`config.mk`:
```
export PLATFORM = sky130hd
export DESIGN_NAME = cnn_layer_accel_job_ctrl
export DESIGN_NICKNAME = d
export VERILOG_FILES = /design/src/rtl/cnn_layer_accel_pkg.sv /design/src/rtl/cnn_layer_accel_dbg_rd.sv /design/src/rtl/cnn_layer_accel_job_ctrl.sv
export SDC_FILE = /design/constraint.sdc
export NUM_CORES = 1
export LEC_CHECK = 0
export BUFFER_PORTS_ARGS = -buffer_cell sky130_fd_sc_hd__buf_2
export CAP_MARGIN = 20
export CORE_AREA = 5 5 220 222
export CTS_BUF_LIST = sky130_fd_sc_hd__clkbuf_16
export CTS_CLUSTER_DIAMETER = 30
export DETAILED_ROUTE_END_ITERATION = 10
export DIE_AREA = 0 0 225 227
export GPL_ROUTABILITY_DRIVEN = 0
export MAX_ROUTING_LAYER = met4
export SLEW_MARGIN = 30
export SYNTH_ARGS = -nofsm -noshare
export SYNTH_HDL_FRONTEND = slang
export SYNTH_SLANG_ARGS = --single-unit
```
`constraint.sdc`:
```
create_clock -name clk_if -period 5.7 [get_ports clk_if]
set_input_delay 1.14 -clock clk_if [delete_from_list [all_inputs] [get_ports clk_if]]
set_output_delay 1.14 -clock clk_if [all_outputs]
set_load 0.03 [all_outputs]
```
`src/rtl/cnn_layer_accel_pkg.sv`:
```
// Shared types and constants for the CNN layer accelerator job controller.
package cnn_layer_accel_pkg;

    typedef enum logic [2:0] {
        IDLE      = 3'd0,
        PARAM     = 3'd1,
        FETCH_REQ = 3'd2,
        FETCH     = 3'd3,
        EXEC      = 3'd4,
        COMPLETE  = 3'd5
    } state_e;

    localparam logic [31:0] DBG_ADDR_STATE     = 32'd0;
    localparam logic [31:0] DBG_ADDR_JOB_CNT   = 32'd1;
    localparam logic [31:0] DBG_ADDR_BEAT_CNT  = 32'd2;
    localparam logic [31:0] DBG_ADDR_PARAMS_LO = 32'd3;
    localparam logic [31:0] DBG_DEFAULT_DATA   = 32'hDEAD_BEEF;

endpackage

```
`src/rtl/cnn_layer_accel_dbg_rd.sv`:
```
// Debug read port: one registered read per cycle, data and ack one cycle after the request.
module cnn_layer_accel_dbg_rd
    import cnn_layer_accel_pkg::*;
#(
    parameter int C_DBG_ADDR_WIDTH = 4
) (
    input  logic                        clk_if,
    input  logic                        rst,
    input  logic [C_DBG_ADDR_WIDTH-1:0] rd_addr_i,
    input  logic                        rd_addr_valid_i,
    input  state_e                      state_i,
    input  logic [31:0]                 job_cnt_i,
    input  logic [15:0]                 cfg_beat_cnt_i,
    input  logic [31:0]                 job_params_lo_i,
    output logic                        rd_ack_o,
    output logic [31:0]                 rd_data_o
);

    logic [31:0] rd_data_d;
    logic [31:0] rd_data_q;
    logic        rd_ack_q;

    // NOTE: every variable driven here gets a default first, so no path can infer a latch.
    always_comb begin
        rd_data_d = DBG_DEFAULT_DATA;
        case (32'(rd_addr_i))
            DBG_ADDR_STATE:     rd_data_d = {29'b0, state_i};
            DBG_ADDR_JOB_CNT:   rd_data_d = job_cnt_i;
            DBG_ADDR_BEAT_CNT:  rd_data_d = {16'b0, cfg_beat_cnt_i};
            DBG_ADDR_PARAMS_LO: rd_data_d = job_params_lo_i;
            default:            rd_data_d = DBG_DEFAULT_DATA;
        endcase
    end

    always_ff @(posedge clk_if) begin
        if (rst) begin
            rd_ack_q  <= 1'b0;
            rd_data_q <= '0;
        end else begin
            rd_ack_q  <= rd_addr_valid_i;
            rd_data_q <= rd_addr_valid_i ? rd_data_d : '0;
        end
    end

    assign rd_ack_o  = rd_ack_q;
    assign rd_data_o = rd_data_q;

endmodule

```
`src/rtl/cnn_layer_accel_job_ctrl.sv`:
```
// Job controller: host handshake, descriptor latch, config-beat forwarding, core start/done sequencing.
module cnn_layer_accel_job_ctrl
    import cnn_layer_accel_pkg::*;
#(
    parameter int C_DBG_ADDR_WIDTH = 4,
    parameter int C_NUM_CFG_LANES  = 4
) (
    input  logic                        clk_if,
    input  logic                        rst,
    input  logic                        job_start,
    output logic                        job_accept,
    input  logic [127:0]                job_parameters,
    input  logic                        job_parameters_valid,
    output logic                        job_fetch_request,
    input  logic                        job_fetch_ack,
    input  logic                        job_fetch_complete,
    output logic                        job_complete,
    input  logic                        job_complete_ack,
    input  logic [C_NUM_CFG_LANES-1:0]  config_valid,
    output logic [C_NUM_CFG_LANES-1:0]  config_accept,
    input  logic [127:0]                config_data,
    output logic [C_NUM_CFG_LANES-1:0]  cfg_wr_en,
    output logic [127:0]                cfg_wr_data,
    output logic [127:0]                job_params,
    output logic                        exec_start,
    input  logic                        exec_done,
    input  logic [C_DBG_ADDR_WIDTH-1:0] slv_dbg_rdAddr,
    input  logic                        slv_dbg_rdAddr_valid,
    output logic                        slv_dbg_rdAck,
    output logic [31:0]                 slv_dbg_data
);

    state_e                     state_q, state_d;
    logic                       job_accept_q;
    logic                       exec_start_q;
    logic [C_NUM_CFG_LANES-1:0] cfg_wr_en_q;
    logic [127:0]               cfg_wr_data_q;
    logic [127:0]               job_params_q;
    logic [15:0]                beat_cnt_q, beat_cnt_d;
    logic [31:0]                job_cnt_q, job_cnt_d;
    logic [C_NUM_CFG_LANES-1:0] lowest_valid;
    logic                       beat_accepted;

    // x & -x isolates the lowest set bit, giving lowest-lane-wins arbitration.
    assign lowest_valid  = config_valid & (~config_valid + C_NUM_CFG_LANES'(1));
    assign config_accept = (!rst && state_q == FETCH) ? lowest_valid : '0;
    assign beat_accepted = |config_accept;

    always_comb begin
        state_d    = state_q;
        beat_cnt_d = beat_cnt_q;
        job_cnt_d  = job_cnt_q;
        case (state_q)
            IDLE:      if (job_start) state_d = PARAM;
            PARAM:     if (job_parameters_valid) state_d = FETCH_REQ;
            FETCH_REQ: if (job_fetch_ack) begin
                state_d    = FETCH;
                beat_cnt_d = '0;
            end
            FETCH:     if (job_fetch_complete) state_d = EXEC;
            EXEC:      if (exec_done) state_d = COMPLETE;
            COMPLETE:  if (job_complete_ack) begin
                state_d   = IDLE;
                job_cnt_d = job_cnt_q + 32'd1;
            end
            default:   state_d = IDLE;
        endcase
        if (beat_accepted) beat_cnt_d = beat_cnt_q + 16'd1;
    end

    // NOTE: sequential state uses non-blocking assignments so all registers update from pre-edge values.
    always_ff @(posedge clk_if) begin
        if (rst) begin
            state_q       <= IDLE;
            job_accept_q  <= 1'b0;
            exec_start_q  <= 1'b0;
            cfg_wr_en_q   <= '0;
            cfg_wr_data_q <= '0;
            job_params_q  <= '0;
            beat_cnt_q    <= '0;
            job_cnt_q     <= '0;
        end else begin
            state_q      <= state_d;
            beat_cnt_q   <= beat_cnt_d;
            job_cnt_q    <= job_cnt_d;
            job_accept_q <= (state_q == IDLE) && job_start;
            exec_start_q <= (state_q == FETCH) && job_fetch_complete;
            cfg_wr_en_q  <= config_accept;
            if (beat_accepted) cfg_wr_data_q <= config_data;
            if (state_q == PARAM && job_parameters_valid) job_params_q <= job_parameters;
        end
    end

    assign job_accept        = job_accept_q;
    assign exec_start        = exec_start_q;
    assign cfg_wr_en         = cfg_wr_en_q;
    assign cfg_wr_data       = cfg_wr_data_q;
    assign job_params        = job_params_q;
    assign job_fetch_request = !rst && (state_q == FETCH_REQ);
    assign job_complete      = !rst && (state_q == COMPLETE);

    cnn_layer_accel_dbg_rd #(
        .C_DBG_ADDR_WIDTH (C_DBG_ADDR_WIDTH)
    ) u_dbg_rd (
        .clk_if          (clk_if),
        .rst             (rst),
        .rd_addr_i       (slv_dbg_rdAddr),
        .rd_addr_valid_i (slv_dbg_rdAddr_valid),
        .state_i         (state_q),
        .job_cnt_i       (job_cnt_q),
        .cfg_beat_cnt_i  (beat_cnt_q),
        .job_params_lo_i (job_params_q[31:0]),
        .rd_ack_o        (slv_dbg_rdAck),
        .rd_data_o       (slv_dbg_data)
    );

endmodule

```
# Word-level counts from Yosys, hierarchy flattened
# Cells that the tools add are included.
# Widths: inputs -> output; s select.
[classes]
n_addsub = 3
eq_ne = 14
mux = 12
bitwise_logic = 3
n_reduce_logical = 16
[ops]
columns = ["operator", "count"]
rows = [
  ["$pmux 32 s4", 1],
  ["$mux 16", 3],
  ["$add 32x1->32 const B", 1],
  ["$mux 3", 6],
  ["$pmux 3 s6", 1],
  ["$add 16x1->16 const B", 1],
  ["$ne 2x2->1 const B", 6],
  ["$eq 4x2->1 const B", 2],
  ["$eq 3x2->1 const B", 2],
  ["$eq 3x3->1 const B", 2],
  ["$logic_and 1x1->1", 6],
  ["$reduce_and 6->1", 1],
  ["$add 4x1->4 const B", 1],
  ["$and 4x4->4", 1],
  ["$eq 4x1->1 const B", 1],
  ["$logic_not 4->1", 1],
  ["$mux 4", 1],
  ["$not 4->4", 1],
  ["$reduce_and 2->1", 2],
  ["$reduce_bool 2->1", 2],
  ["$reduce_or 4->1", 1],
  ["$eq 3x1->1 const B", 1],
  ["$logic_not 3->1", 1],
  ["$reduce_or 2->1", 1],
  ["other kinds (2)", 2],
]
[totals]
register_bits = 346
inputBits = 273
out_inout_bits = 301
wordCells = 58

# Logic depth before layout (Yosys ltp)
# Gate-level depths: netlist of run 1.
[depth]
word_depth = 7
mapped_depth = 8

# Cells and area by module
# Synthesis of run 1 repeated with hierarchy kept, for this count alone.
[unflattened]
hier_cells = 1575
area_unflattened_um2 = 13264.0
[by_module_without_submodules]
columns = ["module", "instances", "cells_each", "area_each_um2"]
rows = [
  ["cnn_layer_accel_job_ctrl", 1, 1425, 11737.5],
  ["cnn_layer_accel_dbg_rd", 1, 150, 1526.5],
]

# Least setup slack after synthesis of run 1
# Ideal clock, no wire load.
[synth_path]
path_type = "input port to output port"
start = "input port rst"
end = "output port job_fetch_request"
arrival_time_ns = 2.722
setup_slack_ns = 1.838
cell_stages = 4
n_path_buf = 3
cell_sequence = "clkbuf_1 > clkbuf_1 > clkbuf_1 > nor4b_1"
[synth_via]
elab_chain_cells = 2
[synth_lines]
columns = ["item", "line", "text"]
rows = [
  ["start: declaration", "cnn_layer_accel_job_ctrl.sv:9", "input logic rst,"],
  ["$logic_not 1->1", "cnn_layer_accel_job_ctrl.sv:99", "assign job_fetch_request = !rst && (state_q == FETCH_REQ);"],
  ["$logic_and 1x1->1", "cnn_layer_accel_job_ctrl.sv:99", ""],
  ["end: declaration", "cnn_layer_accel_job_ctrl.sv:14", "output logic job_fetch_request,"],
]
# No other way between the ends.

# Final worst setup path of run 1
[layout_path]
start = "input port rst"
end = "output port config_accept[3]"
[layout_via]
elab_chain_cells = 3
[layout_lines]
columns = ["item", "line", "text"]
rows = [
  ["$logic_not 1->1", "cnn_layer_accel_job_ctrl.sv:46", "assign config_accept = (!rst && state_q == FETCH) ? lowest_valid : '0;"],
  ["$logic_and 1x1->1", "cnn_layer_accel_job_ctrl.sv:46", ""],
  ["$mux 4", "cnn_layer_accel_job_ctrl.sv:46", ""],
  ["end: declaration", "cnn_layer_accel_job_ctrl.sv:20", "output logic [C_NUM_CFG_LANES-1:0] config_accept,"],
]
# No other way between the ends.

==> out/metrics.yaml, run 1 <==
status: "finished, final reports clean"
synthesis.area_mm2: 0.01317
holdPathEnd: "job_params[105]"
h-tree-depth: 3
fin_nets: 2418
io_pins: 574
pwr-share-clk_pct: 59.7
relSlewSlack_pct: 41.41
ff2ff_setup_slack_ps: 2830
first_pass_iters: 5
routedWlPerCell_um: 16.45
path_clk_slew_ps: 40
num_vias: 13154
start_util_pct: 28.52
ys_seq_area_share_pct: 52.61
peakVddDrop_v: 0.0002625
grt_pass1_vias: 12806
period_share_pct: 64.78
die_area_mm2: 0.05108
cts_hold_buf: 0
skew_ps: 22.72
hold_violations: 0
grt.overflow.total: 0
ant_nets: 0
avgSynthCellArea_um2: 8.317
leakage_nw: 9.299
num-fill-cells: 4613
grt_pass1_wl_mm: 69.66
arrival_ps: 2550
r2r_cells: 5
grt_usage_pct: 17.44
switching_share_pct: 24.68
worstSetupPathType: "primary input to primary output"
clk_root_buffer_cell: "clkbuf_16"
numCtsBuffers: 91
dp_slack_ps: 2038
drive_above_1_share_pct: 34.10
postCtsSetupBuffers: 0
slew_violations: 0
clock-sinks: 346
ys_types: 45
startpoint_type: "primary input"
worstPathRequired_ps: 4560
area_growth_syn_to_layout_pct: 47.73
synth_fp_nets: 1858
setup_viol: 0
crit_fanout: 67
combPwrFrac_pct: 8.5
cts_resized: 0
intPower_mw: 6.137
timing.fmax_mhz: 270.8
power_density_mw_per_mm2: 418.9
hp-class: "flop to flop"
io_buffers: 573
worstReg2RegEnd: "job_params[52]"
async_flop_share_pct: 0
whs_path_depth: 2
drtIter0Drc: 652
min-delay-start: "job_params[105]"
dp_hpwl_mm: 32.58
power.switching_mw: 2.011
viasPerCell: 4.665
ys.flop_type: "dfxtp_1"
ys_seq_elements: 346
die_w_um: 225
coreArea_mm2: 0.04616
end_kind: "primary output"
drv_cap: 0
ctsLongestPathBuffers: 3
drc: 0
p_total_mw: 8.149
grt_antenna_before_repair: 1
rsz0062_at_grt: "no"
rr_startpoint: "state_q[0]"
worst_pin_slew_ps: 878.8
fin_crit_ps: 3692
setup_slack_ps: 2008
drt_wl_total_mm: 46.40
final.setup.tns_ps: 0
power_frac_seq_pct: 31.8
rows: 79
synthCells: 1583
cts_tree: "built"
finalCoreUtilization_pct: 42.14
yosys_warnings: 0
clk_latency_ps: 600
stdcell_count: 2820
dp.cells: 2657
synth-edff-count: 0
grt_max_degree: 107
die_y_um: 227
-- cell usage after synthesis, types with 10 or more instances --
library cell | n | area share (%)
a21oi_1 | 165 | 6.3
a221oi_1 | 10 | 0.67
clkbuf_1 | 106 | 3.0
dfxtp_1 | 346 | 53
mux2_2 | 21 | 1.8
mux2i_1 | 13 | 0.99
nand2_1 | 546 | 16
nand3_1 | 17 | 0.65
nand3b_1 | 131 | 7.5
nand4_1 | 16 | 0.76
nor2_1 | 50 | 1.4
o21ai_0 | 12 | 0.46
o31ai_1 | 17 | 0.97
or3_1 | 10 | 0.48
or4_1 | 20 | 1.1
-- power by group through the flow --
| stage | sequential (mW) | combinational [mW] | clock, mW |
|---|---|---|---|
| after floorplan | 2.81 | 0.241 | 0 |
| after global placement | 2.63 | 0.693 | 0 |
| after detailed placement | 2.63 | 0.699 | 0 |
| after CTS | 2.59 | 0.701 | 4.97 |
| after global routing | 2.60 | 0.751 | 5.13 |
| final | 2.59 | 0.695 | 4.86 |
-- worst max-delay path by stage --
stage / start / endpoint / slack (ps) / depth (start not counted)
after floorplan: rst / job_fetch_request / 1840 / 4
after global placement: rst / config_accept[3] / 2080 / 5
after detailed placement: rst / config_accept[3] / 2040 / 5
after CTS: rst / config_accept[3] / 2020 / 5
after global routing: rst / config_accept[3] / 1940 / 5
final: rst / config_accept[3] / 2010 / 5
-- through the flow --
stage	hold WS, ps	instance area (um2)
2_1_floorplan	446.4	13170
3_3_place_gp	438.0	16470
3_5_place_dp	443.3	16480
4_1_cts	449.3	19430
5_1_grt	461.4	19450
6_report	446.0	19450
-- state kept, by name, summed over array words and instances (netlist names) --
signal / count
cfg_wr_data: 128
job_params: 128
job_cnt_q: 32
u_dbg_rd.rd_data_o: 32
beat_cnt_q: 16
cfg_wr_en: 4
state_q: 3
exec_start: 1
job_accept: 1
u_dbg_rd.rd_ack_o: 1
-- placed cells by master, fill, tap and decap left out, drive strengths merged, types with 11 or more instances in the layout --
cell,instances
o31ai,17
clkbuf,93
nand4,16
nand3,17
o21ai,12
nand3b,131
clkinv,42
mux2,21
dfxtp,346
or4,20
nand2,546
inv,20
bufinv,11
a21oi,165
buf,585
nor2,50
mux2i,13
-- cells by family after synthesis --
logic type,Yosys count,synth area share (%)
AO/OA/AOI/OAI,219,9.284
buffers and inverters,128,3.687
adder cells (fa/ha/maj),2,0.1900
XOR/XNOR,10,0.6652
flip-flops,346,52.61
AND/OR/NAND/NOR,841,30.27
multiplexers,37,3.297
-- layer usage --
metal / up-vias / global-route usage (%) / part of all wire (%)
met4: 0 / 6.973 / 3.0
met3: 97 / 4.965 / 6.9
met5: - / - / 0
met2: 419 / 27.07 / 48
met1: 6175 / 21.54 / 42
li1: 6463 / - / -
-- critical path: stages --
cell and delay (ps):
clkbuf_8 250, nor4bb_2 450, buf_4 250, and4b_1 200, buf_2 190
-- layout make-up --
class | instances | area (um2) | area share [%]
well taps | 607 | 759.5 | 3.905
diodes | 2 | 5.005 | 0.02573
clock buffers | 92 | 2302 | 11.84
flip-flops and latches | 346 | 6927 | 35.61
clock inverters | 69 | 654.4 | 3.364
inverters | 9 | 33.78 | 0.1737
multi-input cells | 1109 | 5792 | 29.78
repair buffers | 586 | 2978 | 15.31
Note: power is estimated with default switching activity, not from simulation.
==> run 2, diff against run 1 <==
--- a/config.mk
+++ b/config.mk
@@ -5,13 +5,14 @@
 export SDC_FILE = /design/constraint.sdc
 export NUM_CORES = 1
 export LEC_CHECK = 0
+export ABC_AREA = 1
 export BUFFER_PORTS_ARGS = -buffer_cell sky130_fd_sc_hd__buf_2
 export CAP_MARGIN = 20
-export CORE_AREA = 5 5 220 222
+export CORE_AREA = 5 5 222 224
 export CTS_BUF_LIST = sky130_fd_sc_hd__clkbuf_16
 export CTS_CLUSTER_DIAMETER = 30
 export DETAILED_ROUTE_END_ITERATION = 10
-export DIE_AREA = 0 0 225 227
+export DIE_AREA = 0 0 227 229
 export GPL_ROUTABILITY_DRIVEN = 0
 export MAX_ROUTING_LAYER = met4
 export SLEW_MARGIN = 30
==> constraint.sdc (replaced) <==
create_clock -name clk_if -period 3 [get_ports clk_if]
set_input_delay 0.6 -clock clk_if [delete_from_list [all_inputs] [get_ports clk_if]]
set_output_delay 0.6 -clock clk_if [all_outputs]
set_load 0.03 [all_outputs]
==> run 2 against run 1 <==
Against the previous run: die area grew 1.8%; sequential share of layout area increased by 0.24 points; synthesized area about the same; clock power grew 82%; largest cell class unchanged; clock-buffer cell count decreased by 11; largest power group unchanged; synthesized cell count rose by 11%; highest routed layer unchanged; worst setup slack lost 1800 ps.
==> out/metrics.yaml, run 2 <==
setup_viol: 0  # unchanged
worstPathRequired_ps: 2400  # -2160 ps
layout_common_cells: "573 x buf_2, 420 x nand2_1, 344 x dfxtp_1"
synth-edff-count: 0  # unchanged
avgSynthCellArea_um2: 7.460  # -10%
worstReg2RegEnd: "cfg_wr_data[108]"
peakVddDrop_v: 0.0005376  # +100%
worstSetupPathType: "flop to primary output"
dp.cells: 2875  # +8.2%
cp.depth: 7  # +2
ys.flop_type: "dfxtp_1"
routedLengthMet1_mm: 19.58  # +0.19%
grt_antenna_before_repair: 3  # +2
grt_pass1_vias: 13524  # +5.6%
start_util_pct: 27.91  # -0.61 points
yosys.area.top_type: "dfxtp_1"
final.setup.tns_ps: 0  # unchanged
whs_path_depth: 3  # +1
power_density_mw_per_mm2: 946.6  # +130%
io_pins: 574  # unchanged
hold_violations: 0  # unchanged
mostFrequentLayoutCell: "buf_2"
slew_violations: 0  # unchanged
dp_hpwl_mm: 35.93  # +10%
stdcell_count: 3023  # +7.2%
fin_hold_ws_ps: 196.1  # -249.9 ps
area_growth_syn_to_layout_pct: 46.88
async_flop_share_pct: 0  # unchanged
skew_ps: 19.58  # -3.139 ps
io_buffers: 573  # unchanged
die_area_mm2: 0.05198  # +1.8%
period_share_pct: 92.77
highest_layer: "met4"
yosys_warnings: 0  # unchanged
place_area_mm2: 0.01655  # +0.43%
postCtsSetupBuffers: 0  # unchanged
ys_types: 40  # -11%
wl_met2_mm: 23.80  # +7.1%
grt_usage_pct: 18.12  # +0.68 points
drtIter0Drc: 919  # +41%
cp_slowest_stage_delay_ps: 440  # about the same
viasPerCell: 4.526  # -3.0%
arrival_ps: 2180  # -370 ps
cpMaxStageDelayCell: "dfxtp_2"
grt_max_degree: 111  # +3.7%
clock-sinks: 346  # unchanged
ctsLongestPathBuffers: 3  # unchanged
drv_cap: 0  # unchanged
r2r_cells: 9  # +4
wl_met3_mm: 3.180  # -1.2%
die_y_um: 229  # +0.88%
status: "finished, final reports clean"
timing.fmax_mhz: 359.3
end_kind: "primary output"
synth.most_common_cell: "nand2_1"
grt_pass1_wl_mm: 72.88  # +4.6%
cp_cell_sequence: "inv_4, nor2_8, nand2_2, nor2_4, clkinv_1, nor4_1, buf_2"
crit_fanout: 8  # -88%
die_w_um: 227  # +0.89%
hp-class: "primary input to flop"
path_clk_slew_ps: 50  # about the same
holdPathEnd: "cfg_wr_data[114]"
relSlewSlack_pct: 63.48  # +22 points
cp_top_family: "simple AND/OR/NAND/NOR gates"
num_vias: 13682  # +4.0%
min-delay-start: "config_data[114]"
synthesis.area_mm2: 0.01316  # about the same
numCtsBuffers: 79  # -13%
worstPathBufferInverterCount: 3  # unchanged
cts_tree: "built"
grt.overflow.total: 0  # unchanged
h-tree-depth: 3  # unchanged
synth_fp_nets: 2039  # +9.7%
drc: 0  # unchanged
clk_latency_ps: 590  # about the same
rsz0062_at_grt: "no"
drive_above_1_share_pct: 30.98  # -3.1 points
rows: 80  # +1.3%
fin_crit_ps: 2783
rr_startpoint: "state_q[0]"
ant_nets: 0  # unchanged
p_total_mw: 18.29  # +120%
ys_seq_elements: 346  # unchanged
first_pass_iters: 5  # unchanged
startpoint_type: "flop"
drt_wl_total_mm: 48.20  # +3.9%
ff2ff_setup_slack_ps: 930  # -1900 ps
leakage_nw: 9.521  # +2.4%
synth_common_cells: "420 x nand2_1, 346 x dfxtp_1, 340 x nor2_1"
fin_nets: 2616  # +8.2%
yosys-top-cells-area: "dfxtp_1 53%, nand2_1 12%, nor2_1 9.7%"
ys_seq_area_share_pct: 52.64  # about the same
worst_pin_slew_ps: 547.8  # -331.0 ps
clk_root_buffer_cell: "clkbuf_16"
routedWlPerCell_um: 15.94  # -3.1%
stdcell_area_mm2: 0.01933  # -0.64%
coreArea_mm2: 0.04715  # +2.1%
synthCells: 1764  # +11%
synth_top_area_share_pct: 52.64  # about the same
run 2: changes by cell type after synthesis, sizes merged, moves of 13 or more:
cell    delta
nor2     +296
nand3b   -127
buf       +54
o31ai     -17
a21oi     -89
clkbuf    -69
inv       +74
mux2i     -13
o21ai    +147
mux2      -21
nand2    -123
nand3    +144
or4       -20
run 2: power breakdown:
part           leakage (nW)  switching [mW]  internal (mW)  total [mW]
registers              2.81           0.407           5.24        5.64
logic                  5.35            2.70           1.09        3.79
clock network          1.36            2.69           6.17        8.86
total                  9.52            5.81           12.5        18.3
run 2: logic make-up (layout without fill, tap and decap cells):
logic type / count (synthesis) / in the layout / share of synthesized area [%]
compound gates: 251 / 251 / 9.794
xor+xnor: 6 / 6 / 0.3994
fa+ha+maj: 2 / 2 / 0.1901
buf+inv: 191 / 832 / 6.713
flops: 346 / 346 / 52.64
other cells: 0 / 3 / 0
simple gates: 968 / 968 / 30.27
run 2: final cells by class:
cell class	count	area [um2]
fill	4814	27820
timing repair buffer	600	3146
inverter	87	340.3
clock inverter	64	742.0
sequential	346	6929
tap	615	769.5
antenna	3	7.507
multi-input combinational	1227	5366
clock buffer	81	2027
run 2: worst reg2reg max path, cell delays in order (launching register included):
cell     delay, ps
dfxtp_2        440
inv_4           80
nor2_8         130
nand2_2        120
nor2_4         170
nand2_4        160
inv_4          220
buf_12         350
nand2_1        250
nand2_1         90
run 2: worst max path at each step:
stage | startpoint | end | slack (ps)
floorplan | state_q[0] | config_accept[2] | 550
global placement | state_q[0] | config_accept[2] | 600
detailed placement | state_q[0] | config_accept[2] | 610
CTS | state_q[2] | config_accept[2] | 50
global route | state_q[1] | config_accept[2] | 10
finish | state_q[0] | config_accept[2] | 220
run 2: metal layers:
metal | up-vias | global-route usage, %
met5 | - | -
met4 | 0 | 8.279
met3 | 101 | 4.648
met2 | 472 | 29.64
met1 | 6257 | 20.86
li1 | 6852 | -
run 2: what timing repair did:
item / in CTS / in global routing
setup endpoints to repair: 1 / 2
gates resized for setup: 1 / 1
hold buffers: 0 / 0
run 2: through the flow:
| step | setup WS, ps | utilization [%] |
|---|---|---|
| after floorplan | 549.6 | - |
| after global placement | 602.8 | 35.10 |
| after detailed placement | 606.5 | 35.10 |
| after CTS | 54.51 | 40.98 |
| after global routing | 11.75 | 41.00 |
| final | 217.0 | 41.00 |
